[src/rtl/mem_bus_arbiter_pkg.sv]
// Shared constants, state encoding and grant helper for the IF/MEM SRAM arbiter.
package mem_bus_arbiter_pkg;

  localparam logic STALL_STOP    = 1'b1;
  localparam logic STALL_NO      = 1'b0;
  localparam logic CHIP_ENABLE   = 1'b1;
  localparam logic CHIP_DISABLE  = 1'b0;
  localparam logic WRITE_ENABLE  = 1'b1;
  localparam logic WRITE_DISABLE = 1'b0;

  typedef enum logic [1:0] {
    ARB_IDLE = 2'b00,
    ARB_IF   = 2'b01,
    ARB_MEM  = 2'b10,
    ARB_DONE = 2'b11
  } arb_state_e;

  // MEM wins a tie unless it won the previous access, so IF cannot starve.
  function automatic logic pick_mem(input logic if_ok, input logic mem_req, input logic last_mem);
    return mem_req & (~if_ok | ~last_mem);
  endfunction

endpackage

[src/rtl/mem_bus_arbiter_if.sv]
// Core-side request/ack signals and SRAM-side signals of the arbiter, bundled in one interface.
interface mem_bus_arbiter_if #(
  parameter int ADDR_W = 16,
  parameter int DATA_W = 16
);

  logic              if_req;
  logic [ADDR_W-1:0] if_addr;
  logic              flush;
  logic [DATA_W-1:0] if_rdata;
  logic              if_ack;
  logic              mem_req;
  logic              mem_we;
  logic [ADDR_W-1:0] mem_addr;
  logic [DATA_W-1:0] mem_wdata;
  logic [DATA_W-1:0] mem_rdata;
  logic              mem_ack;
  logic              stallreq;
  logic              ram_ce;
  logic              ram_we;
  logic [ADDR_W-1:0] ram_addr;
  logic [DATA_W-1:0] ram_wdata;
  logic [DATA_W-1:0] ram_rdata;

  modport master (
    output if_req, if_addr, flush, mem_req, mem_we, mem_addr, mem_wdata, ram_rdata,
    input  if_rdata, if_ack, mem_rdata, mem_ack, stallreq, ram_ce, ram_we, ram_addr, ram_wdata
  );

  modport slave (
    input  if_req, if_addr, flush, mem_req, mem_we, mem_addr, mem_wdata, ram_rdata,
    output if_rdata, if_ack, mem_rdata, mem_ack, stallreq, ram_ce, ram_we, ram_addr, ram_wdata
  );

endinterface

[src/rtl/mem_bus_arbiter_wait_cnt.sv]
// Loadable down-counter that times one SRAM access; saturates at zero.
module mem_arb_wait_cnt #(
  parameter int WIDTH = 2
) (
  input  logic             clk,
  input  logic             rst,
  input  logic             i_load,
  input  logic [WIDTH-1:0] i_load_val,
  input  logic             i_dec,
  output logic             o_zero
);

  logic [WIDTH-1:0] r_cnt;

  always_ff @(posedge clk or posedge rst) begin
    if (rst) begin
      r_cnt <= '0;
    end else if (i_load) begin
      r_cnt <= i_load_val;
    end else if (i_dec && (r_cnt != '0)) begin
      r_cnt <= r_cnt - WIDTH'(1);
    end
  end

  assign o_zero = (r_cnt == '0);

endmodule

[src/rtl/mem_bus_arbiter.sv]
// Arbitrates the single-port SRAM between instruction fetch and load/store,
// holding ram_ce for WAIT_CYCLES clocks per access and acking in the following cycle.
module mem_bus_arbiter
  import mem_bus_arbiter_pkg::*;
#(
  parameter int ADDR_W      = 16,
  parameter int DATA_W      = 16,
  parameter int WAIT_CYCLES = 2
) (
  input  logic               clk,
  input  logic               rst,
  mem_bus_arbiter_if.slave   bus
);

  arb_state_e        r_state;
  logic              r_gnt_mem;
  logic              r_last_mem;
  logic              r_we;
  logic              r_ram_ce;
  logic [ADDR_W-1:0] r_addr;
  logic [DATA_W-1:0] r_wdata;
  logic [DATA_W-1:0] r_if_rdata;
  logic [DATA_W-1:0] r_mem_rdata;
  logic              r_if_ack;
  logic              r_mem_ack;

  logic w_if_ok;
  logic w_gnt_mem;
  logic w_gnt_if;
  logic w_load;
  logic w_dec;
  logic w_zero;
  logic w_stall;

  assign w_if_ok   = bus.if_req & ~bus.flush;
  assign w_gnt_mem = pick_mem(w_if_ok, bus.mem_req, r_last_mem);
  assign w_gnt_if  = w_if_ok & ~w_gnt_mem;
  assign w_load    = (r_state == ARB_IDLE) & (w_gnt_mem | w_gnt_if);
  assign w_dec     = (r_state == ARB_IF) | (r_state == ARB_MEM);

  mem_arb_wait_cnt #(
    .WIDTH (WAIT_CYCLES)
  ) u_wait_cnt (
    .clk        (clk),
    .rst        (rst),
    .i_load     (w_load),
    .i_load_val (WAIT_CYCLES'(WAIT_CYCLES - 1)),
    .i_dec      (w_dec),
    .o_zero     (w_zero)
  );

  always_ff @(posedge clk or posedge rst) begin
    if (rst) begin
      r_state     <= ARB_IDLE;
      r_gnt_mem   <= 1'b0;
      r_last_mem  <= 1'b0;
      r_we        <= 1'b0;
      r_ram_ce    <= 1'b0;
      r_addr      <= '0;
      r_wdata     <= '0;
      r_if_rdata  <= '0;
      r_mem_rdata <= '0;
      r_if_ack    <= 1'b0;
      r_mem_ack   <= 1'b0;
    end else begin
      r_if_ack  <= 1'b0;
      r_mem_ack <= 1'b0;
      case (r_state)
        ARB_IDLE: begin
          if (w_gnt_mem) begin
            r_state   <= ARB_MEM;
            r_gnt_mem <= 1'b1;
            r_addr    <= bus.mem_addr;
            r_we      <= bus.mem_we;
            r_wdata   <= bus.mem_wdata;
            r_ram_ce  <= 1'b1;
          end else if (w_gnt_if) begin
            r_state   <= ARB_IF;
            r_gnt_mem <= 1'b0;
            r_addr    <= bus.if_addr;
            r_we      <= 1'b0;
            r_ram_ce  <= 1'b1;
          end
        end
        ARB_IF: begin
          // A flush discards the fetch outright; nothing is captured or acked.
          if (bus.flush) begin
            r_state  <= ARB_IDLE;
            r_ram_ce <= 1'b0;
          end else if (w_zero) begin
            r_if_rdata <= bus.ram_rdata;
            r_if_ack   <= 1'b1;
            r_ram_ce   <= 1'b0;
            r_state    <= ARB_DONE;
          end
        end
        ARB_MEM: begin
          if (w_zero) begin
            if (!r_we) begin
              r_mem_rdata <= bus.ram_rdata;
            end
            r_mem_ack <= 1'b1;
            r_ram_ce  <= 1'b0;
            r_state   <= ARB_DONE;
          end
        end
        default: begin
          r_last_mem <= r_gnt_mem;
          r_state    <= ARB_IDLE;
        end
      endcase
    end
  end

  assign w_stall = (bus.if_req & ~bus.if_ack & ~bus.flush) | (bus.mem_req & ~bus.mem_ack);

  assign bus.ram_ce    = r_ram_ce ? CHIP_ENABLE : CHIP_DISABLE;
  assign bus.ram_we    = (r_ram_ce & r_we) ? WRITE_ENABLE : WRITE_DISABLE;
  assign bus.ram_addr  = r_addr;
  assign bus.ram_wdata = r_wdata;
  assign bus.if_rdata  = r_if_rdata;
  assign bus.mem_rdata = r_mem_rdata;
  assign bus.if_ack    = r_if_ack & ~bus.flush;
  assign bus.mem_ack   = r_mem_ack;
  assign bus.stallreq  = (!rst && w_stall) ? STALL_STOP : STALL_NO;

endmodule
[src/flat_wrapper.sv]
// flat-port wrapper written by rule: the top's interface ports become plain ports
module mem_bus_arbiter_flat import mem_bus_arbiter_pkg::*;
#(
  parameter int ADDR_W      = 16,
  parameter int DATA_W      = 16,
  parameter int WAIT_CYCLES = 2
)
  (clk, rst, bus_if_req, bus_if_addr, bus_flush, bus_mem_req, bus_mem_we, bus_mem_addr, bus_mem_wdata, bus_ram_rdata, bus_if_rdata, bus_if_ack, bus_mem_rdata, bus_mem_ack, bus_stallreq, bus_ram_ce, bus_ram_we, bus_ram_addr, bus_ram_wdata);
  mem_bus_arbiter_if #(.ADDR_W(ADDR_W), .DATA_W(DATA_W)) bus_i ();
  input  logic clk;
  input  logic rst;
  input wire logic [$bits(bus_i.if_req)-1:0] bus_if_req;
  input wire logic [$bits(bus_i.if_addr)-1:0] bus_if_addr;
  input wire logic [$bits(bus_i.flush)-1:0] bus_flush;
  input wire logic [$bits(bus_i.mem_req)-1:0] bus_mem_req;
  input wire logic [$bits(bus_i.mem_we)-1:0] bus_mem_we;
  input wire logic [$bits(bus_i.mem_addr)-1:0] bus_mem_addr;
  input wire logic [$bits(bus_i.mem_wdata)-1:0] bus_mem_wdata;
  input wire logic [$bits(bus_i.ram_rdata)-1:0] bus_ram_rdata;
  output wire logic [$bits(bus_i.if_rdata)-1:0] bus_if_rdata;
  output wire logic [$bits(bus_i.if_ack)-1:0] bus_if_ack;
  output wire logic [$bits(bus_i.mem_rdata)-1:0] bus_mem_rdata;
  output wire logic [$bits(bus_i.mem_ack)-1:0] bus_mem_ack;
  output wire logic [$bits(bus_i.stallreq)-1:0] bus_stallreq;
  output wire logic [$bits(bus_i.ram_ce)-1:0] bus_ram_ce;
  output wire logic [$bits(bus_i.ram_we)-1:0] bus_ram_we;
  output wire logic [$bits(bus_i.ram_addr)-1:0] bus_ram_addr;
  output wire logic [$bits(bus_i.ram_wdata)-1:0] bus_ram_wdata;
  assign bus_i.if_req = bus_if_req;
  assign bus_i.if_addr = bus_if_addr;
  assign bus_i.flush = bus_flush;
  assign bus_i.mem_req = bus_mem_req;
  assign bus_i.mem_we = bus_mem_we;
  assign bus_i.mem_addr = bus_mem_addr;
  assign bus_i.mem_wdata = bus_mem_wdata;
  assign bus_i.ram_rdata = bus_ram_rdata;
  assign bus_if_rdata = bus_i.if_rdata;
  assign bus_if_ack = bus_i.if_ack;
  assign bus_mem_rdata = bus_i.mem_rdata;
  assign bus_mem_ack = bus_i.mem_ack;
  assign bus_stallreq = bus_i.stallreq;
  assign bus_ram_ce = bus_i.ram_ce;
  assign bus_ram_we = bus_i.ram_we;
  assign bus_ram_addr = bus_i.ram_addr;
  assign bus_ram_wdata = bus_i.ram_wdata;
  mem_bus_arbiter #(.ADDR_W(ADDR_W), .DATA_W(DATA_W), .WAIT_CYCLES(WAIT_CYCLES)) u_core (.clk(clk), .rst(rst), .bus(bus_i));
endmodule
[config.mk]
export PLATFORM = sky130hd
export DESIGN_NAME = mem_bus_arbiter_flat
export DESIGN_NICKNAME = d
export VERILOG_FILES = /design/src/rtl/mem_bus_arbiter_pkg.sv /design/src/rtl/mem_bus_arbiter_if.sv /design/src/rtl/mem_bus_arbiter_wait_cnt.sv /design/src/rtl/mem_bus_arbiter.sv /design/src/flat_wrapper.sv
export SDC_FILE = /design/constraint.sdc
export NUM_CORES = 1
export LEC_CHECK = 0
export ABC_AREA = 1
export CAP_MARGIN = 30
export CORE_AREA = 4 4 90 92
export DETAILED_ROUTE_END_ITERATION = 16
export DIE_AREA = 0 0 94 96
export GPL_TIMING_DRIVEN = 0
export PLACE_DENSITY = 0.87
export RECOVER_POWER = 50
export SKIP_LAST_GASP = 1
export SLEW_MARGIN = 40
export SYNTH_ARGS = -nofsm -noshare
export SYNTH_HDL_FRONTEND = slang
export SYNTH_SLANG_ARGS = --single-unit
export TNS_END_PERCENT = 10
[constraint.sdc]
create_clock -name clk -period 6.65 [get_ports clk]
set_input_delay 1.33 -clock clk [delete_from_list [all_inputs] [get_ports clk]]
set_output_delay 1.33 -clock clk [all_outputs]
set_load 0.01 [all_outputs]
==> results.md <==
* GPL Wtd Cong at 0.786
* Fin crit period at 4.62 ns
* Worst hold start: u_core.bus.ram_addr[12]$_DFFE_PP0P_
* Setup Buffers After CTS at 0
* # rows at 31
* Failing checks: max-capacitance violations, max-slew violations
* H-tree Lvls at 3
* Num CTS Buffers at 9
* Largest fanout on the critical path at 51
* Cells after Synth at 388
* Wire per inst at 14.1 µm
* Max-cap violations at 1
* Status: finished with violations
* Area delta synth->final at 50.1%
* Critical path class: primary input to async pin
* Layout cells sized above 1 at 0.0609
* Max-slew violations at 52
* Initial antenna violation count at 0
* # diodes at 0
* RSZ-0062 raised after global routing: false
* Setup violators final at 0
* First-pass GRT wire length at 14.9 mm
* Worst slew margin at -0.753
* GR Util met2 at 0.360
* Worst-margin pin slew at 2.63 ns
* Quantity of gates resized following cts at 0
* Core area at 7210 µm²
* Util after Layout at 0.690
* Distinct cells, synth at 21
* Pre-antenna DRT Iters at 4
* Initial core utilization at 0.460
* CTS Hold Bufs at 0
* Synth Net Count at 463
* HPWL Detailed at 6.83 mm
* Top Usage Layer GRT: met2
* Layout Skew at 0.00776 ns
* Total negative setup slack at 0 ns
* Total Routing Usage GR at 0.208
* CP Launch Type: primary input
* Fmax at 216 MHz
* Yosys warnings at 0
* Clock Pin Slew Worst Setup and Hold Paths at 0.08 ns
* CTS tree: yes
* DRC at 0
* Register area at 1850 µm²
* CP Capture Type: async pin
* Die Area at 9020 µm²
* Final Hold Viols at 0
* Clock Latency Late Sink at 0.34 ns
* Met3 usage at 0.0649
* Crit path arrival time at 4.51 ns
* Longest Clk Path Bufs at 2
* WP data required at 6.54 ns
* Mapped Area at 3320 µm²
* M1 GR Usage at 0.250
* Input/output buffers at 137
* Detailed Route WL at 9.03 mm
* Crit path from: rst
* Final Cycle Share at 0.695
* Pwr/cell area at 432 nW/µm²
* Vias/cell at 4.74
* Clock sink count at 74
* Synth Register Bits at 74
* Grt ovf at 0
* Detail Route Antenna Nets at 0
* DIE HEIGHT at 96 µm
* Initial DRC count at 120
* Via count at 3,036
* FF-to-FF Start: u_core.r_state[0]$_DFFE_PP0P_
* Multi-input logic area at 1120 µm²
* Vias in the first global route at 3,172
* DIE WIDTH at 94 µm
* Peak supply drop at 0.000231 V
* Type of the most critical hold path: register to register
* Leak Pwr at 2.50 nW
* Root Driver: clkbuf_8
* Final #Nets at 612
* Largest net degree at the start of global routing at 52
* Synth Area per Inst at 8.55 µm²
* Io pins at 139
* Sequential share of the synthesized area at 0.558
* Filler Cells Inserted at 581
==> Yosys cell counts <==
cell type | count | area (µm²)
nand2_1 | 158 | 593
dfrtp_1 | 74 | 1850
inv_1 | 51 | 191
o21ai_0 | 36 | 180
nand3_1 | 18 | 90.1
nand3b_1 | 16 | 120
buf_2 | 6 | 30.0
ha_1 | 5 | 62.6
clkbuf_1 | 3 | 11.3
nand3_2 | 3 | 30.0
nor2_1 | 3 | 11.3
buf_4 | 2 | 15.0
buf_6 | 2 | 22.5
inv_2 | 2 | 7.51
nand2_2 | 2 | 12.5
nand3_4 | 2 | 35.0
buf_12 | 1 | 20.0
inv_4 | 1 | 6.26
inv_6 | 1 | 8.76
nand2_4 | 1 | 11.3
o22ai_1 | 1 | 6.26
==> cells by family (layout without fill, tap and decap cells) <==
family,count (synthesis),in the layout,synth area share
AOI/OAI and AO/OA,37,37,0.0562
adders and majority gates,5,5,0.0189
buffers and inverters,69,223,0.0943
DFF,74,74,0.558
and+or+nand+nor,203,203,0.272
==> sequential cells by signal, summed over array words and instances, names as in the netlist, 2 cells and up <==
signal,count
u_core.r_state,2
u_core.bus.ram_wdata,16
u_core.u_wait_cnt.r_cnt,2
u_core.bus.ram_addr,16
u_core.bus.mem_rdata,16
u_core.bus.if_rdata,16
==> metal layers <==
layer  vias to the layer above  share of wire
li1                       1482              -
met1                      1429           0.41
met2                       114           0.49
met3                        11          0.088
met4                         0          0.012
met5                         -              0
==> final timing paths <==
path,endpoint,slack [ns],cells after the start
max,u_core.bus.mem_rdata[2]$_DFFE_PP0P_,2.03,3
min,u_core.bus.ram_addr[12]$_DFFE_PP0P_,0.49,2
max reg2reg,u_core.bus.ram_wdata[11]$_DFFE_PP0P_,4.57,7
min reg2reg,u_core.bus.ram_addr[12]$_DFFE_PP0P_,0.49,2
max in group clk,bus_stallreq,2.39,7
min in group asynchronous,u_core.bus.ram_addr[4]$_DFFE_PP0P_,1.68,2
==> critical path, cell delays in order <==
cell and delay [ns]:
dlygate4sd3_1 0.58, clkinvlp_2 0.64, clkbuf_1 1.92
==> power by group <==
group / total (mW) / leakage (nW) / switching, mW / internal [mW]
Sequential: 0.795 / 0.914 / 0.127 / 0.668
Clock: 0.344 / 0.0889 / 0.170 / 0.174
Combinational: 1.01 / 1.49 / 0.485 / 0.528
Total: 2.15 / 2.50 / 0.782 / 1.37
==> cell type report <==
type	count	share of cell area
flip-flops and latches	74	0.372
repair buffers	138	0.276
clock inverters	6	0.0133
inverters	55	0.0430
plain buffers	14	0.0189
well taps	99	0.0249
clock buffers	10	0.0256
multi-input cells	245	0.226
==> metrics by stage <==
stage	cell area (µm²)	cells	power [mW]	hold slack (ns)	setup WS (ns)
CTS	5040	641	2.19	0.486	2.52
global route	4980	641	2.32	0.501	1.24
finish	4980	641	2.15	0.486	2.03
floorplan	3320	388	1.26	0.465	3.44
detailed placement	4840	625	1.83	0.464	2.53
global placement	4810	624	1.79	0.462	2.25
==> cells in the final DEF, fill, tap and decap left out <==
master           synthesis  layout
buf_12                   1       1
buf_2                    6       5
buf_4                    2       1
buf_6                    2       2
bufinv_16                0       1
clkbuf_1                 3       7
clkbuf_8                 0       9
clkdlybuf4s50_1          0     119
clkinv_2                 0       1
clkinvlp_2               0       2
clkinvlp_4               0       3
dfrtp_1                 74      74
dlygate4sd3_1            0      18
ha_1                     5       5
inv_1                   51      51
inv_2                    2       1
inv_6                    1       2
nand2_1                158     159
nand2_2                  2       1
nand2_4                  1       1
nand3_1                 18      20
nand3_2                  3       3
nand3b_1                16      16
nor2_1                   3       3
o21ai_0                 36      36
o22ai_1                  1       1
Note: power is estimated with default switching activity, not from simulation.
